--- config.mk ---
export PLATFORM = sky130hd
export DESIGN_NAME = uart_boot_loader
export DESIGN_NICKNAME = d
export VERILOG_FILES = /design/src/rtl/uart_boot_loader.sv
export SDC_FILE = /design/constraint.sdc
export NUM_CORES = 1
export LEC_CHECK = 0
export BUFFER_PORTS_ARGS = -buffer_cell sky130_fd_sc_hd__buf_2
export CAP_MARGIN = 20
export CORE_MARGIN = 3
export CORE_UTILIZATION = 63
export DETAILED_ROUTE_END_ITERATION = 10
export PLACE_DENSITY = 0.9
export SLEW_MARGIN = 20
export SYNTH_ARGS = -nofsm -noshare
export SYNTH_HDL_FRONTEND = slang
export SYNTH_SLANG_ARGS = --single-unit
--- constraint.sdc ---
create_clock -name clk -period 3.3 [get_ports clk]
set_input_delay 0.165 -clock clk [delete_from_list [all_inputs] [get_ports clk]]
set_output_delay 0.165 -clock clk [all_outputs]
set_load 0.03 [all_outputs]
--- src/rtl/uart_boot_loader.sv ---
// rtl/uart_boot_loader.sv - UART program-image loader feeding the core's instruction memory
module uart_boot_loader #(
  parameter int CLKS_PER_BIT = 868,
  parameter int ADDR_W       = 12
) (
  input  logic              clk,
  input  logic              rst,
  input  logic              rxd,
  output logic [ADDR_W-1:0] mem_addr,
  output logic [31:0]       mem_wdata,
  output logic              mem_we,
  output logic              cpu_rst,
  output logic              done,
  output logic              err
);

  localparam int CW = $clog2(CLKS_PER_BIT);
  localparam logic [CW-1:0] BIT_LAST  = CW'(CLKS_PER_BIT - 1);
  localparam logic [CW-1:0] HALF_LAST = CW'(CLKS_PER_BIT / 2 - 1);
  localparam logic [16:0]   MAX_WORDS = 17'(2 ** ADDR_W);

  typedef enum logic [1:0] {RX_IDLE, RX_START, RX_DATA, RX_STOP} rx_state_t;
  typedef enum logic [2:0] {HDR_LO, HDR_HI, DATA, DONE, ERR} ld_state_t;

  // rxd_d is one stage behind the synchroniser output, for start-edge detection
  logic rxd_m, rxd_s, rxd_d;
  always_ff @(posedge clk) begin
    if (!rst) begin
      rxd_m <= 1'b1;
      rxd_s <= 1'b1;
      rxd_d <= 1'b1;
    end else begin
      rxd_m <= rxd;
      rxd_s <= rxd_m;
      rxd_d <= rxd_s;
    end
  end

  rx_state_t     rx_state, rx_next;
  logic [CW-1:0] rx_cnt;
  logic [2:0]    bit_idx;
  logic [7:0]    rx_byte;
  logic          cnt_clr, shift_bit, byte_valid, framing_err;

  always_comb begin
    rx_next     = rx_state;
    cnt_clr     = 1'b0;
    shift_bit   = 1'b0;
    byte_valid  = 1'b0;
    framing_err = 1'b0;
    case (rx_state)
      RX_IDLE: if (rxd_d && !rxd_s) begin
        rx_next = RX_START;
        cnt_clr = 1'b1;
      end
      RX_START: if (rx_cnt == HALF_LAST) begin
        cnt_clr = 1'b1;
        rx_next = rxd_s ? RX_IDLE : RX_DATA;
      end
      RX_DATA: if (rx_cnt == BIT_LAST) begin
        cnt_clr   = 1'b1;
        shift_bit = 1'b1;
        if (bit_idx == 3'd7) rx_next = RX_STOP;
      end
      RX_STOP: if (rx_cnt == BIT_LAST) begin
        rx_next     = RX_IDLE;
        byte_valid  = rxd_s;
        framing_err = !rxd_s;
      end
      default: rx_next = RX_IDLE;
    endcase
  end

  always_ff @(posedge clk) begin
    if (!rst) begin
      rx_state <= RX_IDLE;
      rx_cnt   <= '0;
      bit_idx  <= '0;
      rx_byte  <= '0;
    end else begin
      rx_state <= rx_next;
      rx_cnt   <= cnt_clr ? '0 : rx_cnt + 1'b1;
      if (rx_state == RX_IDLE) bit_idx <= '0;
      if (shift_bit) begin
        rx_byte <= {rxd_s, rx_byte[7:1]};
        bit_idx <= bit_idx + 1'b1;
      end
    end
  end

  ld_state_t     ld_state, ld_next;
  logic [7:0]    n_lo;
  logic [ADDR_W:0] n_words, word_idx;
  logic [1:0]    byte_idx;
  logic [23:0]   word_acc;
  logic [15:0]   hdr_n;
  logic          last_write;

  assign hdr_n      = {rx_byte, n_lo};
  assign last_write = mem_we && ((word_idx + 1'b1) == n_words);

  always_comb begin
    ld_next = ld_state;
    case (ld_state)
      HDR_LO: begin
        if (framing_err)     ld_next = ERR;
        else if (byte_valid) ld_next = HDR_HI;
      end
      HDR_HI: begin
        if (framing_err) ld_next = ERR;
        else if (byte_valid) begin
          if (hdr_n == 16'd0)                 ld_next = DONE;
          else if ({1'b0, hdr_n} > MAX_WORDS) ld_next = ERR;
          else                                ld_next = DATA;
        end
      end
      DATA: begin
        if (framing_err)     ld_next = ERR;
        else if (last_write) ld_next = DONE;
      end
      DONE:    ld_next = DONE;
      ERR:     ld_next = ERR;
      default: ld_next = ERR;
    endcase
  end

  always_ff @(posedge clk) begin
    if (!rst) begin
      ld_state  <= HDR_LO;
      n_lo      <= '0;
      n_words   <= '0;
      word_idx  <= '0;
      byte_idx  <= '0;
      word_acc  <= '0;
      mem_addr  <= '0;
      mem_wdata <= '0;
      mem_we    <= 1'b0;
    end else begin
      ld_state <= ld_next;
      mem_we   <= 1'b0;
      if (ld_state == HDR_LO && byte_valid) n_lo <= rx_byte;
      if (ld_state == HDR_HI && byte_valid) n_words <= hdr_n[ADDR_W:0];
      // big-endian assembly: the fourth byte completes the word and schedules the write
      if (ld_state == DATA && byte_valid) begin
        word_acc <= {word_acc[15:0], rx_byte};
        byte_idx <= byte_idx + 1'b1;
        if (byte_idx == 2'd3) begin
          mem_we    <= 1'b1;
          mem_wdata <= {word_acc, rx_byte};
        end
      end
      if (mem_we) begin
        word_idx <= word_idx + 1'b1;
        mem_addr <= mem_addr + 1'b1;
      end
    end
  end

  assign cpu_rst = (ld_state != DONE);
  assign done    = (ld_state == DONE);
  assign err     = (ld_state == ERR);

endmodule

==> results.md <==
- Syn_nets: 710
- Pwr/cell area: 530 mW/mm2
- Req. time, crit path: 3.68 ns
- DP Cell Count: 823
- Routed len/inst: 15.5 um
- Syn Inst Count: 700
- Worst r2r src: rx_cnt[0]
- Cell Chain, Critical Path: ha_1, and4bb_2, nand4_4, nor2_2, buf_4, nand2_1, nand2_1, a21oi_1
- Post-DP HPWL: 8460 um
- Die H: 101 um
- EDFF count, synth: 0
- Starting DRT DRC Count: 440
- Drt total wl: 13300 um
- Post-synth top area cell: dfxtp_1
- Run status: completed
- Hold buffers post-CTS: 3
- Max Cap Violations: 0
- CTS clk-pin slew, worst paths: 0.07 ns
- Peak Freq: 371 MHz
- Grt total ovfl: 0
- RSZ-0062 raised after global routing: false
- Antenna cells: 0
- FFs w/ async S/R, synth: 0%
- Crit path max-delay cell type: nand2_1
- # Post-CTS Setup Buffers: 0
- Switching share of power: 24.4%
- Type of origin of the critical path: flop
- Largest net degree at the start of global routing: 52
- Mapped Area: 0.00564 mm2
- Port Buffers: 50
- Worst rel slew slack: 29.6%
- Die X: 101 um
- Design area: 0.00647 mm2
- Final Hold Fails: 0
- DIE AREA: 0.0101 mm2
- CTS tree: built
- Final Util: 76.4%
- Fin nets: 750
- Reg2Reg Capture Point: mem_wdata[21]
- Avg Vias per Cell: 5.93
- Final period util: 81.7%
- Area of the core: 0.00846 mm2
- Maximum root-to-sink buffer count: 2
- Leakage Power: 2.44 nW
- Via count: 5090
- Pre-antenna DRT Iters: 5
- GRT Total Usage: 27.5%
- Switch Pwr: 0.000835 W
- Drc violations: 0
- First-pass GRT wire length: 22400 um
- Area grow syn2layout: 14.7%
- Ranking of synthesized cells by area: dfxtp_1, nand2_1, a21oi_1
- Post-layout min period: 2.70 ns
- # clock sinks: 134
- Final slew viol count: 0
- Tightest Pin Transition: 1.05 ns
- Htree depth: 4
- Num ports: 51
- Yosys Warn Count: 0
- Worst EP arrival: 3.08 ns
- Flop pwr share: 47.7%
- Antenna violations before repair: 0
- Placer congestion estimate: 0.854
- Area share of the largest cell type after synthesis: 47.6%
- Count leader, synth: nand2_1
- Combinational share of power: 1.5%
- Main flop type after synthesis: dfxtp_1
- R2R setup slack: 0.60 ns
- Crit path capture type: flop
- Dpl cell area: 0.00589 mm2
- Finished Layout Cells: 858
- Setup TNS Final: 0 ns
- Clock share of power: 50.8%
- Setup Viol. Count Final: 0
- Initial Utilization: 66.6%
- FILL cells: 564
- Row cnt: 33
- Worst Hold Launch: rxd_m
- Crit path max fanout: 32
- Peak VDD IR: 0.341 mV
- Yosys reg bits: 134
- Share of cells above drive strength 1: 13.3%
- Sequential area share after synthesis: 47.6%
- Int Pwr: 0.00259 W
- Most frequent cells after synthesis: nand2_1, dfxtp_1, a21oi_1
- Netlist cell types: 51
- Clk_lat worst skew: 0.53 ns
- Antenna Nets Post-Route: 0
- Hold EP: rxd_s
- Cells on worst reg2reg path: 8
- Post-CTS sizing: 0
- Most frequent CP cell: nand2_1
- Crit path kind: flop to flop
- Vias in the first global route: 4858
- HP Class: flop to flop
- Syn_area_per_cell: 8.06 um2
- Slowest cell delay on critical path: 0.64 ns
- Hold depth: 1
- Skew final: 0.00945 ns
- Min Hold Slack: 0.418 ns
- CTS Buf Count: 17
- Clock root buffer: clkbuf_8
logic make-up (layout without fill, tap and decap cells):
kind of cell	count (synthesis)	after routing	synth area share, %
AOI/OAI and AO/OA	132	132	13.1
xor gates and xnor gates	44	44	6.83
adders and majority gates	7	7	1.55
buffers and inverters	48	101	3.79
DFF	134	134	47.6
muxes	2	2	0.355
and+or+nand+nor	333	333	26.8
layout make-up:
cell class	instances	area [um2]	area share [%]
multi-input cells	518	2740	42.4
flip-flops and latches	134	2680	41.5
clock buffers	17	414	6.40
repair buffers	59	325	5.03
clock inverters	15	134	2.07
well taps	105	131	2.03
inverters	10	38.8	0.600
power by group through the flow:
stage	sequential [W]	clock (W)	combinational, W
after floorplan	0.00166	0	0.0000403
after global placement	0.00167	0	0.0000458
after detailed placement	0.00167	0	0.0000475
after CTS	0.00163	0.00175	0.0000510
after global routing	0.00163	0.00183	0.0000584
final	0.00163	0.00174	0.0000515
critical path, delay by kind of cell (launching register included):
kind | cells | cell delay [ns]
buffers and inverters | 1 | 0.28
AND/OR/NAND/NOR | 5 | 1.51
adder cells (fa/ha/maj) | 1 | 0.24
AO/OA/AOI/OAI | 1 | 0.11
flip-flops | 1 | 0.40
state kept, by name (all words and copies together), names as in the netlist, 2 cells and up, named ones only:
| name | cells |
|---|---|
| mem_wdata | 32 |
| word_acc | 24 |
| n_words | 13 |
| word_idx | 13 |
| mem_addr | 12 |
| rx_cnt | 10 |
| n_lo | 8 |
| rx_byte | 8 |
| bit_idx | 3 |
| ld_state | 3 |
| byte_idx | 2 |
metal layers:
metal	track usage, %	wire length (um)	vias up
li1	-	-	2436
met1	33.8	5430	2410
met2	46.2	6710	211
met3	7.13	958	33
met4	10.2	242	0
met5	0	0	-
how the worst max path moves through the flow:
stage | startpoint | endpoint | slack, ns | cells after the start
global placement | rx_cnt[0] | mem_wdata[25] | 0.81 | 8
CTS | rx_cnt[0] | mem_wdata[21] | 0.60 | 8
global route | rx_cnt[0] | mem_wdata[21] | 0.35 | 8
floorplan | word_idx[0] | ld_state[0] | 1.44 | 7
detailed placement | rx_cnt[0] | mem_wdata[24] | 0.67 | 8
finish | rx_cnt[0] | mem_wdata[21] | 0.60 | 8
cells in the final DEF, fill, tap and decap left out, types with 2 or more instances in the layout:
cell type,synthesis,layout
and2_1,4,4
nor3_1,4,4
inv_6,0,7
nor4_1,8,8
o21a_1,2,2
nand3_1,17,17
nor2b_1,2,2
xor2_1,24,24
o21ai_0,10,10
o31a_1,2,2
nor2_2,2,2
nand4_1,13,13
dfxtp_1,134,134
nor3b_1,3,3
clkinvlp_4,0,2
mux2i_1,2,2
dlygate4sd3_1,0,3
nor2_1,51,51
and3_1,8,8
nor4_2,2,2
xnor2_1,20,20
inv_1,10,9
nand2b_1,4,4
clkinv_2,0,3
ha_1,7,7
o2111ai_1,3,3
buf_4,1,6
a22o_1,2,2
a22oi_1,2,2
or3_1,5,5
a31oi_1,5,5
and4bb_2,2,2
and4_1,4,4
clkbuf_16,0,16
nand2_1,197,197
a21oi_1,97,97
buf_2,6,50
inv_8,0,2
per-stage QoR:
step           power, W  setup slack [ns]
2_1_floorplan   0.00171              1.44
3_3_place_gp    0.00171             0.807
3_5_place_dp    0.00172             0.673
4_1_cts         0.00343             0.597
5_1_grt         0.00353             0.352
6_report        0.00343             0.604
No activity file was read; power rests on OpenSTA's default activity.
